**src/rtl/arduino_pkg.sv**
```systemverilog
// Shared types and constants for the Arduino serial command receiver and the mode FSM.
package arduino_pkg;

  typedef enum logic [2:0] {
    IDLE,
    START,
    DATA,
    STOP,
    WAIT_HIGH
  } rx_state_t;

  localparam logic [7:0] CMD_MANUAL       = 8'h00;
  localparam logic [7:0] CMD_AUTO         = 8'hFF;
  localparam logic [7:0] IDLE_CMD_DEFAULT = 8'hAA;

  function automatic int calc_clks_per_bit(input int clk_freq, input int baud);
    return clk_freq / baud;
  endfunction

endpackage

```
**src/rtl/arduino_cmd_rx_if.sv**
```systemverilog
// Serial line plus decoded command outputs of the Arduino command receiver.
interface arduino_cmd_rx_if;
  logic       uart_rx;
  logic [7:0] arduino_command;
  logic       cmd_valid;
  logic       frame_err;
  logic       cmd_unknown;
  logic       rx_busy;

  modport slave (
    input  uart_rx,
    output arduino_command, cmd_valid, frame_err, cmd_unknown, rx_busy
  );

  modport master (
    output uart_rx,
    input  arduino_command, cmd_valid, frame_err, cmd_unknown, rx_busy
  );
endinterface

```
**src/rtl/rx_sync_2ff.sv**
```systemverilog
// Two-flop synchroniser for the asynchronous rx pin; resets to the idle-high line level.
module rx_sync_2ff (
  input  logic clk,
  input  logic rst_n,
  input  logic i_d,
  output logic o_q
);
  logic r_meta;
  logic r_sync;

  always_ff @(posedge clk or negedge rst_n) begin
    if (!rst_n) begin
      r_meta <= 1'b1;
      r_sync <= 1'b1;
    end else begin
      r_meta <= i_d;
      r_sync <= r_meta;
    end
  end

  assign o_q = r_sync;
endmodule

```
**src/rtl/arduino_cmd_rx.sv**
```systemverilog
// UART 8N1 receiver holding the last accepted Arduino command byte.
// Define CMD_FILTER_EN to accept only CMD_MANUAL/CMD_AUTO and flag other bytes on cmd_unknown.
module arduino_cmd_rx
  import arduino_pkg::*;
#(
  parameter int         CLK_FREQ = 50_000_000,
  parameter int         BAUD     = 115_200,
  parameter logic [7:0] IDLE_CMD = IDLE_CMD_DEFAULT
) (
  input  logic             clk,
  input  logic             rst_n,
  arduino_cmd_rx_if.slave  rx_bus
);
  localparam int CLKS_PER_BIT = calc_clks_per_bit(CLK_FREQ, BAUD);
  localparam int CNT_W        = $clog2(CLKS_PER_BIT);
  localparam logic [CNT_W-1:0] CNT_LAST = CNT_W'(CLKS_PER_BIT - 1);
  localparam logic [CNT_W-1:0] CNT_HALF = CNT_W'(CLKS_PER_BIT / 2 - 1);

  if (CLKS_PER_BIT < 4) begin : g_bad_rate
    $error("arduino_cmd_rx: CLKS_PER_BIT must be at least 4");
  end
  if ((IDLE_CMD == CMD_MANUAL) || (IDLE_CMD == CMD_AUTO)) begin : g_bad_idle
    $error("arduino_cmd_rx: IDLE_CMD must not be a mode-switching command");
  end

  logic             w_rx_s;
  logic             w_accept;
  rx_state_t        r_state,   w_state_nxt;
  logic [CNT_W-1:0] r_cnt,     w_cnt_nxt;
  logic [2:0]       r_bit_idx, w_bit_idx_nxt;
  logic [7:0]       r_shift,   w_shift_nxt;
  logic [7:0]       r_cmd,     w_cmd_nxt;
  logic             r_valid,   w_valid_nxt;
  logic             r_ferr,    w_ferr_nxt;
  logic             r_unk,     w_unk_nxt;

  rx_sync_2ff u_sync (
    .clk   (clk),
    .rst_n (rst_n),
    .i_d   (rx_bus.uart_rx),
    .o_q   (w_rx_s)
  );

`ifdef CMD_FILTER_EN
  assign w_accept = (r_shift == CMD_MANUAL) || (r_shift == CMD_AUTO);
`else
  assign w_accept = 1'b1;
`endif

  always_ff @(posedge clk or negedge rst_n) begin
    if (!rst_n) begin
      r_state   <= IDLE;
      r_cnt     <= '0;
      r_bit_idx <= '0;
      r_shift   <= '0;
      r_cmd     <= IDLE_CMD;
      r_valid   <= 1'b0;
      r_ferr    <= 1'b0;
      r_unk     <= 1'b0;
    end else begin
      r_state   <= w_state_nxt;
      r_cnt     <= w_cnt_nxt;
      r_bit_idx <= w_bit_idx_nxt;
      r_shift   <= w_shift_nxt;
      r_cmd     <= w_cmd_nxt;
      r_valid   <= w_valid_nxt;
      r_ferr    <= w_ferr_nxt;
      r_unk     <= w_unk_nxt;
    end
  end

  always_comb begin
    w_state_nxt   = r_state;
    w_cnt_nxt     = r_cnt;
    w_bit_idx_nxt = r_bit_idx;
    w_shift_nxt   = r_shift;
    w_cmd_nxt     = r_cmd;
    w_valid_nxt   = 1'b0;
    w_ferr_nxt    = 1'b0;
    w_unk_nxt     = 1'b0;
    unique case (r_state)
      IDLE: begin
        if (!w_rx_s) begin
          w_state_nxt = START;
          w_cnt_nxt   = '0;
        end
      end
      // A start bit that is high again at its midpoint is a glitch and is dropped silently.
      START: begin
        if (r_cnt == CNT_HALF) begin
          w_cnt_nxt     = '0;
          w_bit_idx_nxt = '0;
          w_state_nxt   = w_rx_s ? IDLE : DATA;
        end else begin
          w_cnt_nxt = r_cnt + 1'b1;
        end
      end
      DATA: begin
        if (r_cnt == CNT_LAST) begin
          w_cnt_nxt   = '0;
          w_shift_nxt = {w_rx_s, r_shift[7:1]};
          if (r_bit_idx == 3'd7) begin
            w_state_nxt = STOP;
          end else begin
            w_bit_idx_nxt = r_bit_idx + 1'b1;
          end
        end else begin
          w_cnt_nxt = r_cnt + 1'b1;
        end
      end
      STOP: begin
        if (r_cnt == CNT_LAST) begin
          w_cnt_nxt = '0;
          if (w_rx_s) begin
            w_state_nxt = IDLE;
            if (w_accept) begin
              w_cmd_nxt   = r_shift;
              w_valid_nxt = 1'b1;
            end else begin
              w_unk_nxt = 1'b1;
            end
          end else begin
            w_ferr_nxt  = 1'b1;
            w_state_nxt = WAIT_HIGH;
          end
        end else begin
          w_cnt_nxt = r_cnt + 1'b1;
        end
      end
      // A line held low (break) must return high before a new start bit is trusted.
      WAIT_HIGH: begin
        if (w_rx_s) begin
          w_state_nxt = IDLE;
        end
      end
      default: w_state_nxt = IDLE;
    endcase
  end

  assign rx_bus.arduino_command = r_cmd;
  assign rx_bus.cmd_valid       = r_valid;
  assign rx_bus.frame_err       = r_ferr;
  assign rx_bus.cmd_unknown     = r_unk;
  assign rx_bus.rx_busy         = (r_state != IDLE);
endmodule

```
**src/flat_wrapper.sv**
```systemverilog
// flat-port wrapper written by rule: the top's interface ports become plain ports
module arduino_cmd_rx_flat import arduino_pkg::*;
#(
  parameter int         CLK_FREQ = 50_000_000,
  parameter int         BAUD     = 115_200,
  parameter logic [7:0] IDLE_CMD = IDLE_CMD_DEFAULT
)
  (clk, rst_n, rx_bus_uart_rx, rx_bus_arduino_command, rx_bus_cmd_valid, rx_bus_frame_err, rx_bus_cmd_unknown, rx_bus_rx_busy);
  arduino_cmd_rx_if rx_bus_i ();
  input  logic clk;
  input  logic rst_n;
  input wire logic [$bits(rx_bus_i.uart_rx)-1:0] rx_bus_uart_rx;
  output wire logic [$bits(rx_bus_i.arduino_command)-1:0] rx_bus_arduino_command;
  output wire logic [$bits(rx_bus_i.cmd_valid)-1:0] rx_bus_cmd_valid;
  output wire logic [$bits(rx_bus_i.frame_err)-1:0] rx_bus_frame_err;
  output wire logic [$bits(rx_bus_i.cmd_unknown)-1:0] rx_bus_cmd_unknown;
  output wire logic [$bits(rx_bus_i.rx_busy)-1:0] rx_bus_rx_busy;
  assign rx_bus_i.uart_rx = rx_bus_uart_rx;
  assign rx_bus_arduino_command = rx_bus_i.arduino_command;
  assign rx_bus_cmd_valid = rx_bus_i.cmd_valid;
  assign rx_bus_frame_err = rx_bus_i.frame_err;
  assign rx_bus_cmd_unknown = rx_bus_i.cmd_unknown;
  assign rx_bus_rx_busy = rx_bus_i.rx_busy;
  arduino_cmd_rx #(.CLK_FREQ(CLK_FREQ), .BAUD(BAUD), .IDLE_CMD(IDLE_CMD)) u_core (.clk(clk), .rst_n(rst_n), .rx_bus(rx_bus_i));
endmodule
```
**config.mk**
```make
export PLATFORM = sky130hd
export DESIGN_NAME = arduino_cmd_rx_flat
export DESIGN_NICKNAME = d
export VERILOG_FILES = /design/src/rtl/arduino_pkg.sv /design/src/rtl/arduino_cmd_rx_if.sv /design/src/rtl/rx_sync_2ff.sv /design/src/rtl/arduino_cmd_rx.sv /design/src/flat_wrapper.sv
export SDC_FILE = /design/constraint.sdc
export NUM_CORES = 1
export LEC_CHECK = 0
export ABC_AREA = 1
export CAP_MARGIN = 30
export CELL_PAD_IN_SITES_DETAIL_PLACEMENT = 2
export CELL_PAD_IN_SITES_GLOBAL_PLACEMENT = 2
export CORE_MARGIN = 4
export CORE_UTILIZATION = 35
export CTS_CLUSTER_SIZE = 28
export DETAILED_ROUTE_END_ITERATION = 8
export PLACE_DENSITY_LB_ADDON = 0.1
export SYNTH_ARGS = -nofsm -noshare
export SYNTH_HDL_FRONTEND = slang
export SYNTH_SLANG_ARGS = --single-unit
```
**constraint.sdc**
```tcl
create_clock -name clk -period 4.42 [get_ports clk]
set_clock_uncertainty 0.2 [all_clocks]
set_input_delay 0.663 -clock clk [delete_from_list [all_inputs] [get_ports clk]]
set_output_delay 0.663 -clock clk [all_outputs]
set_load 0.05 [all_outputs]
```
==> impl_metrics.ini, run 1 <==
[outcome]
outcome = complete, no violations

[die]
die_area_sq_mm = 0.00648
rows = 26
initial_core_util_pct = 36.0
die_w_um = 80.5
die_h_um = 80.5
pin_count = 15
coreArea_sq_mm = 0.00511

[min_path]
hp-class = reg2reg
holdPathStages = 0
holdPathEnd = u_core.u_sync.o_q
hold_start = u_core.u_sync.r_meta

[power_and_ir_drop]
p_comb_share_pct = 2.1
p_sw_w = 0.000129
ir_worst_vdd_mv = 0.172
power_frac_seq_pct = 57.4
swShare_pct = 22.8
power_frac_clock_pct = 40.5
p_per_area_mw_per_mm2 = 267
power_leakage_nw = 0.996
internal_power_w = 0.000434

[sta]
fin_crit_sh_pct = 60.5
hold_viol_final = 0
tns_ps = 0
tightest_slew_ps = 501
period_minus_slack_ps = 2670
final.setup.worst_slack_ps = 1750
slew_viol_final = 0
rsz0062_at_grt = false
relSlewSlack_pct = 66.5
setup-violations-final = 0
maxClockFrequency_mhz = 374

[synthesis]
synth_edf_count = 0
ys_warn_count = 0
syn_inst = 218
avgSynthCellArea_sq_um = 8.44
ys_ff_latch = 35
yosysMostFrequentCell = nand2_1
postSynthNetCount = 226
synthTopCellsByArea = dfrtp_1 39%, nand2_1 12%, dfstp_2 8.6%
post-synth-top-area-cell = dfrtp_1
async_reset_ff_share_pct = 100
ys_seq_area_share_pct = 48.0
ys.flop_type = dfrtp_1
synth_top_area_share_pct = 39.4
syn_area_sq_mm = 0.00184
synth.distinct_cells = 23
synth_common_cells = 60 x nand2_1, 29 x dfrtp_1, 25 x inv_1

[clocking]
cts_hold_buf = 0
cts-buffers-inserted = 5
htree_levels = 2
cts_setup_buffers = 0
ctsLongestPathBuffers = 2
clk_pin_slew_ps = 70
ctsResizeCount = 0
root_buffer = clkbuf_8
numClockSinks = 35
cts_tree = done
clk_latency_ps = 290

[route]
vias = 1461
route.final.wire_length_mm = 4.54
drc_errors = 0
dr.first_iter.drc_count = 42
wl_per_cell_um = 14.8
vias_per_cell = 4.77
dr.pass1.iters = 4
postRouteAntennaNets = 0

[global_routing]
antenna_found_initial = 0
grt_max_degree = 36
grt_pass1_wl_mm = 7.95
grt_usage_pct = 16.0
grt_pass1_vias = 1632
globalRouteOverflowTotal = 0

[worst_setup_path]
r2r_setup_slack_ps = 2510
cpPeakStageDelay_ps = 710
worstSetupPathType = reg2out
worstReg2RegEnd = u_core.rx_bus.arduino_command[6]
path_cells = nor2_1 -> nand2_1 -> clkdlybuf4s50_1
path_max_fanout = 5
startpoint_type = register
cp.required_ps = 3560
critPathTopFamily = buffers and inverters
reg2reg_from = u_core.r_cnt[1]
reg2reg_depth = 7
critPathSlowestCell = clkdlybuf4s50_1
worstPathBufferInverterCount = 1
critPathArrivalTime_ps = 1810
worstSetupEndpointType = output port

[cells_and_area]
nets = 243
drive_gt1_share_pct = 20.3
antenna_cells = 0
finalNonFillerCells = 306
num-fill-cells = 599
final_util_pct = 41.3
syn_to_final_growth_pct = 14.6

[placed_design]
gp_congestion = 0.771
dpl.cell_count = 298
portBuffers = 13
dpl.hpwl_mm = 3.39
place_ws_ps = 2080

[job]
cap_violations = 0
-- routing by layer --
layer / up-vias / GRT usage (%) / share of wire (%)
li1: 717 / - / -
met1: 724 / 19.0 / 44
met2: 14 / 28.4 / 52
met3: 6 / 4.15 / 2.5
met4: 0 / 4.56 / 1.4
met5: - / 0 / 0
-- worst reg2reg max path, stage by stage (launching register included) --
cell and delay, ps:
dfrtp_1 400, inv_1 100, ha_1 190, nand4_1 180, nor2_4 210, nand2_2 280
nand2_1 170, o21ai_2 60
-- worst max-delay path by stage --
stage,start,endpoint,depth (start not counted)
2_1_floorplan,u_core.r_state[1],rx_bus_rx_busy,2
3_3_place_gp,u_core.r_state[1],rx_bus_rx_busy,3
3_5_place_dp,u_core.r_state[1],rx_bus_rx_busy,3
4_1_cts,u_core.r_state[1],rx_bus_rx_busy,3
5_1_grt,u_core.r_state[1],rx_bus_rx_busy,3
6_report,u_core.r_state[1],rx_bus_rx_busy,3
-- final cells by class --
cell class,count,area (sq um),area share (%)
Sequential cell,35,883,41.9
Inverter,30,113,5.34
Multi-Input combinational cell,149,803,38.1
Clock inverter,2,12.5,0.593
Tap cell,70,87.6,4.15
Timing Repair Buffer,14,138,6.52
Clock buffer,6,72.6,3.44
-- power by group through the flow --
stage	combinational [W]	clock (W)	sequential [W]
3_5_place_dp	0.0000126	0	0.000329
6_report	0.0000118	0.000228	0.000323
5_1_grt	0.0000138	0.000260	0.000323
3_3_place_gp	0.0000122	0	0.000329
2_1_floorplan	0.00000354	0	0.000329
4_1_cts	0.0000125	0.000242	0.000323
-- sequential cells by signal (all words and copies together) (netlist names) --
register and count:
u_core.r_shift 8, u_core.u_sync.r_meta 1, u_core.u_sync.o_q 1, u_core.r_cnt 9, u_core.rx_bus.arduino_command 8, u_core.rx_bus.frame_err 1, u_core.r_bit_idx 3, u_core.rx_bus.cmd_valid 1
u_core.r_state 3
-- cells in the final DEF, fill, tap and decap left out, types with 2 or more instances in the layout --
cell and count:
dfstp_2 6, nand2_1 60, nor2_1 15, nand2_2 9, o21ai_0 4, nor2_4 2
dfrtp_1 29, inv_1 25, nand4_1 8, xor2_1 2, o21bai_1 2, ha_1 5
inv_2 4, clkbuf_8 5, nand3_1 20, clkdlybuf4s50_1 13, nor2_2 3, o21ai_2 15
-- cells by family (layout without fill, tap and decap cells) --
| group | after synthesis | after routing | synth area share, % |
|---|---|---|---|
| DFF | 35 | 35 | 48.0 |
| other | 1 | 1 | 0.204 |
| buffers and inverters | 34 | 52 | 8.36 |
| xor gates and xnor gates | 2 | 2 | 0.952 |
| AOI/OAI and AO/OA | 22 | 22 | 9.45 |
| and+or+nand+nor | 119 | 119 | 29.6 |
| adders and majority gates | 5 | 5 | 3.40 |
-- metrics by stage --
stage / power, W / cell area, sq um / hold slack [ps]
2_1_floorplan: 0.000332 / 1840 / 145
3_3_place_gp: 0.000341 / 2020 / 149
3_5_place_dp: 0.000342 / 2020 / 149
4_1_cts: 0.000577 / 2110 / 161
5_1_grt: 0.000596 / 2110 / 165
6_report: 0.000563 / 2110 / 159
Power figures use the tool's default switching activity.
==> run 2: changes to the inputs <==
Settings changed: CORE_UTILIZATION 35 to 31.
Clock period 4.42 ns to 2.4 ns, I/O delays scaled along.
==> run 2 against run 1 <==
Core utilization is 3.2 points lower. Register-to-register slack worse by 2000 ps. Worst hold slack worse by 0.92 ps. Non-clock buffer count is 1 higher. Routed wire length is 5.3% higher. Worst setup slack worse by 1500 ps. Flip-flop and latch count stayed put. Clock power is 140% higher. Cell count is 0.98% higher. Largest power group unchanged. Combinational power is 87% higher. Sequential power is 84% higher.
==> impl_metrics.ini, run 2 (synthesis gave the netlist of run 1 again) <==
[placed_design]
dpl.hpwl_mm = 3.63
gp_congestion = 0.794
dpl.cell_count = 300
portBuffers = 13
dpl_cell_area_sq_mm = 0.00202

[route]
drc_errors = 0
vias = 1484
dr.first_iter.drc_count = 43
dr.pass1.iters = 4
route.final.wire_length_mm = 4.78
postRouteAntennaNets = 0
vias_per_cell = 4.80
wl_per_cell_um = 15.5

[die]
coreArea_sq_mm = 0.00564
die_area_sq_mm = 0.00723
rows = 27
die_w_um = 85.1
initial_core_util_pct = 32.6
pin_count = 15
die_h_um = 85.1

[power_and_ir_drop]
swShare_pct = 22.0
p_per_area_mw_per_mm2 = 542
p_comb_share_pct = 1.9
internal_power_w = 0.000907
power_frac_seq_pct = 51.1
p_sw_w = 0.000256
power_frac_clock_pct = 47.0
power_leakage_nw = 1.02
ir_worst_vdd_mv = 0.196

[clocking]
clk_latency_ps = 290
ctsLongestPathBuffers = 2
htree_levels = 2
numClockSinks = 35
cts-buffers-inserted = 5
cts_tree = done
root_buffer = clkbuf_8
clk_pin_slew_ps = 80

[sta]
rsz0062_at_grt = false
maxClockFrequency_mhz = 454
period_minus_slack_ps = 2200
fin_crit_sh_pct = 91.8
hold_viol_final = 0
slew_viol_final = 0
relSlewSlack_pct = 65.8
tns_ps = 0
tightest_slew_ps = 511
setup-violations-final = 0

[worst_setup_path]
worstSetupEndpointType = output port
critPathArrivalTime_ps = 1640
path_cells = clkdlybuf4s50_1
worstSetupPathType = reg2out
critPathTopFamily = buffers and inverters
cpPeakStageDelay_ps = 800
path_max_fanout = 2
cp.required_ps = 1840
startpoint_type = register
critPathSlowestCell = clkdlybuf4s50_1
worstPathBufferInverterCount = 1

[global_routing]
grt_max_degree = 36
grt_usage_pct = 14.7
grt_pass1_vias = 1732
grt_pass1_wl_mm = 8.44
antenna_found_initial = 0
globalRouteOverflowTotal = 0

[min_path]
hp-class = reg2reg

[cells_and_area]
finalNonFillerCells = 309
multiInputGateArea_sq_um = 803
syn_to_final_growth_pct = 16.7
register_area_sq_um = 883
layout_commonest_cell = nand2_1
drive_gt1_share_pct = 21.1
final_area_sq_mm = 0.00215
num-fill-cells = 645
layout_common_cells = 60 x nand2_1, 29 x dfrtp_1, 25 x inv_1
antenna_cells = 0
nets = 244
largest_reg_flops = 9
largest_register = u_core.r_cnt

[outcome]
outcome = complete, no violations

[job]
cap_violations = 0
==> run 2: stage by stage <==
step	hold WS (ps)	total power, W	util [%]	setup WS, ps
CTS	160	0.00118	38.0	61.5
detailed placement	149	0.000628	35.8	395
global placement	148	0.000627	35.8	442
floorplan	-136	0.000612	-	819
global route	166	0.00121	38.1	147
finish	158	0.00116	38.1	198
==> run 2: power groups by stage <==
stage	combinational [W]	sequential [W]	clock (W)
floorplan	0.00000653	0.000605	0
global placement	0.0000214	0.000606	0
detailed placement	0.0000223	0.000606	0
CTS	0.0000236	0.000594	0.000564
global route	0.0000257	0.000595	0.000593
finish	0.0000221	0.000594	0.000546
==> run 2: path summary, 6_finish.rpt <==
check                                             to  slack, ps  depth (start not counted)                             start
min reg2reg                        u_core.u_sync.o_q        160                          0              u_core.u_sync.r_meta
max                        rx_bus_arduino_command[1]        200                          1  u_core.rx_bus.arduino_command[1]
min                                u_core.u_sync.o_q        160                          0              u_core.u_sync.r_meta
min in group asynchronous            u_core.r_cnt[0]        440                          3                             rst_n
max reg2reg                          u_core.r_cnt[8]        500                          9                   u_core.r_cnt[1]
max in group asynchronous          u_core.u_sync.o_q       1210                          3                             rst_n
==> run 2: final cells by class <==
type | count | area share (%)
Clock inverter | 3 | 2.04
Timing Repair Buffer | 15 | 6.76
Sequential cell | 35 | 41.1
Inverter | 30 | 5.24
Clock buffer | 5 | 3.21
Multi-Input combinational cell | 149 | 37.4
Tap cell | 72 | 4.20
==> run 2: metal layers <==
| metal | vias up | track usage [%] | routed length, um |
|---|---|---|---|
| met4 | 0 | 4.03 | 51 |
| met3 | 5 | 3.20 | 121 |
| met5 | - | 0 | 0 |
| li1 | 722 | - | - |
| met2 | 16 | 26.5 | 2510 |
| met1 | 741 | 17.5 | 2100 |
==> run 2: what timing repair did <==
action | 4_1_cts | 5_1_grt
gates resized for setup | 0 | 1
endpoints found under the hold margin | 29 | 0
buffers inserted | 0 | 0
endpoints found under the setup margin | 0 | 1
hold buffers | 1 | 0
==> run 3: changes to the inputs <==
--- a/config.mk
+++ b/config.mk
@@ -11,5 +11,5 @@
 export CELL_PAD_IN_SITES_GLOBAL_PLACEMENT = 2
 export CORE_MARGIN = 4
-export CORE_UTILIZATION = 31
+export CORE_UTILIZATION = 35
 export CTS_CLUSTER_SIZE = 28
 export DETAILED_ROUTE_END_ITERATION = 8
==> constraint.sdc (replaced) <==
create_clock -name clk -period 2.1 [get_ports clk]
set_clock_uncertainty 0.2 [all_clocks]
set_input_delay 0.315 -clock clk [delete_from_list [all_inputs] [get_ports clk]]
set_output_delay 0.315 -clock clk [all_outputs]
set_load 0.005 [all_outputs]
==> run 3 against run 2 <==
Routed wire length grew 2.8%. Sequential power up 14%. Combinational power decreased by 4%. Highest routed layer unchanged. Critical path type unchanged. Critical endpoint is now rx_bus_rx_busy. Cell area increased by 0.82%. Worst setup slack worse by 92 ps.
==> impl_metrics.ini, run 3 (synthesis gave the netlist of run 1 again) <==
[die]
die_h_um = 80.5
initial_core_util_pct = 36.0
rows = 26
die_area_sq_mm = 0.00648
die_w_um = 80.5
coreArea_sq_mm = 0.00511
pin_count = 15

[worst_setup_path]
crit_cells = 3
path_max_fanout = 5
critPathArrivalTime_ps = 1480
worstSetupEndpointType = output port
startpoint_type = register
worstPathBufferInverterCount = 1
critPathSlowestCell = dfrtp_1
path_cells = nor2_4 -> nand2_1 -> clkdlybuf4s50_1
worstSetupPathType = reg2out
cp.required_ps = 1580
reg2reg_depth = 8
cpPeakStageDelay_ps = 460
critPathTopFamily = flip-flops

[global_routing]
globalRouteOverflowTotal = 0
grt_usage_pct = 17.3
grt_pass1_wl_mm = 8.51
grt_max_degree = 36
grt_pass1_vias = 1728
antenna_found_initial = 0

[route]
vias = 1510
dr.first_iter.drc_count = 55
route.final.wire_length_mm = 4.92
postRouteAntennaNets = 0
wl_per_cell_um = 16.1
vias_per_cell = 4.93
drc_errors = 0
dr.pass1.iters = 4

[sta]
fin_crit_sh_pct = 95.0
tns_ps = 0
final.setup.worst_slack_ps = 105
period_minus_slack_ps = 1990
maxClockFrequency_mhz = 501
holdWs_ps = 161
hold_viol_final = 0
setup-violations-final = 0
rsz0062_at_grt = false
slew_viol_final = 0

[cells_and_area]
antenna_cells = 0
nets = 243
largest_register = u_core.r_cnt
layout_common_cells = 60 x nand2_1, 29 x dfrtp_1, 25 x inv_1
drive_gt1_share_pct = 20.8
multiInputGateArea_sq_um = 811
num-fill-cells = 591
layout_commonest_cell = nand2_1
largest_reg_flops = 9
final_util_pct = 42.4
register_area_sq_um = 883
syn_to_final_growth_pct = 17.6

[outcome]
outcome = complete, no violations

[power_and_ir_drop]
total_power_w = 0.00143
power_leakage_nw = 1.02
p_per_area_mw_per_mm2 = 660
ir_worst_vdd_mv = 0.416

[clocking]
clk_pin_slew_ps = 80
htree_levels = 2
cts_tree = done
numClockSinks = 35
cts_setup_buffers = 0
ctsLongestPathBuffers = 2
clk_latency_ps = 290
cts_hold_buf = 0
root_buffer = clkbuf_8
cts-buffers-inserted = 5

[placed_design]
gp_congestion = 0.789
portBuffers = 13
place_ws_ps = 235
dpl.hpwl_mm = 3.61

[min_path]
holdPathStages = 0
hp-class = reg2reg

[job]
cap_violations = 0
## run 3: cell types whose count changed in the layout (fill, tap and decap cells not counted)
cell / change
bufinv_16: +1
clkbuf_1: +1
clkbuf_2: -1
clkdlybuf4s50_1: +2
clkinv_2: -1
clkinv_4: -1
dlygate4sd3_1: -1
dlymetal6s2s_1: -1
nor2_1: -1
nor2_4: +1
## run 3: area by class of cell
cell class / count / area share, %
Clock inverter: 2 / 2.77
Tap cell: 70 / 4.05
Sequential cell: 35 / 40.8
Inverter: 30 / 5.20
Timing Repair Buffer: 14 / 6.36
Clock buffer: 6 / 3.35
Multi-Input combinational cell: 149 / 37.5
## run 3: where the power goes
group / switching [W] / internal (W)
combinational: 0.0000161 / 0.00000508
clock: 0.000253 / 0.000475
sequential: 0.00000214 / 0.000678
total: 0.000271 / 0.00116
## run 3: path summary, 6_finish.rpt
kind	from	end	slack (ps)
max reg2reg	u_core.r_cnt[1]	u_core.rx_bus.arduino_command[0]	200
max in group asynchronous	rst_n	u_core.rx_bus.arduino_command[3]	1100
min	u_core.u_sync.r_meta	u_core.u_sync.o_q	160
max	u_core.r_state[1]	rx_bus_rx_busy	110
min in group asynchronous	rst_n	u_core.r_state[0]	240
min reg2reg	u_core.u_sync.r_meta	u_core.u_sync.o_q	160
## run 3: timing repair
action                     4_1_cts  5_1_grt
resized for setup                1        1
setup endpoints to repair        1        1
hold endpoints to repair         0        0
## run 3: per-stage QoR
step	std cells	cell area, sq um
finish	306	2160
global route	306	2160
CTS	306	2160
detailed placement	298	2020
global placement	298	2020
floorplan	218	1840
## run 3: routing by layer
| metal | up-vias | track usage (%) | wire length [um] |
|---|---|---|---|
| met3 | 10 | 3.25 | 109 |
| met4 | 0 | 7.94 | 106 |
| met5 | - | 0 | 0 |
| met2 | 18 | 31.1 | 2670 |
| li1 | 723 | - | - |
| met1 | 759 | 19.5 | 2030 |
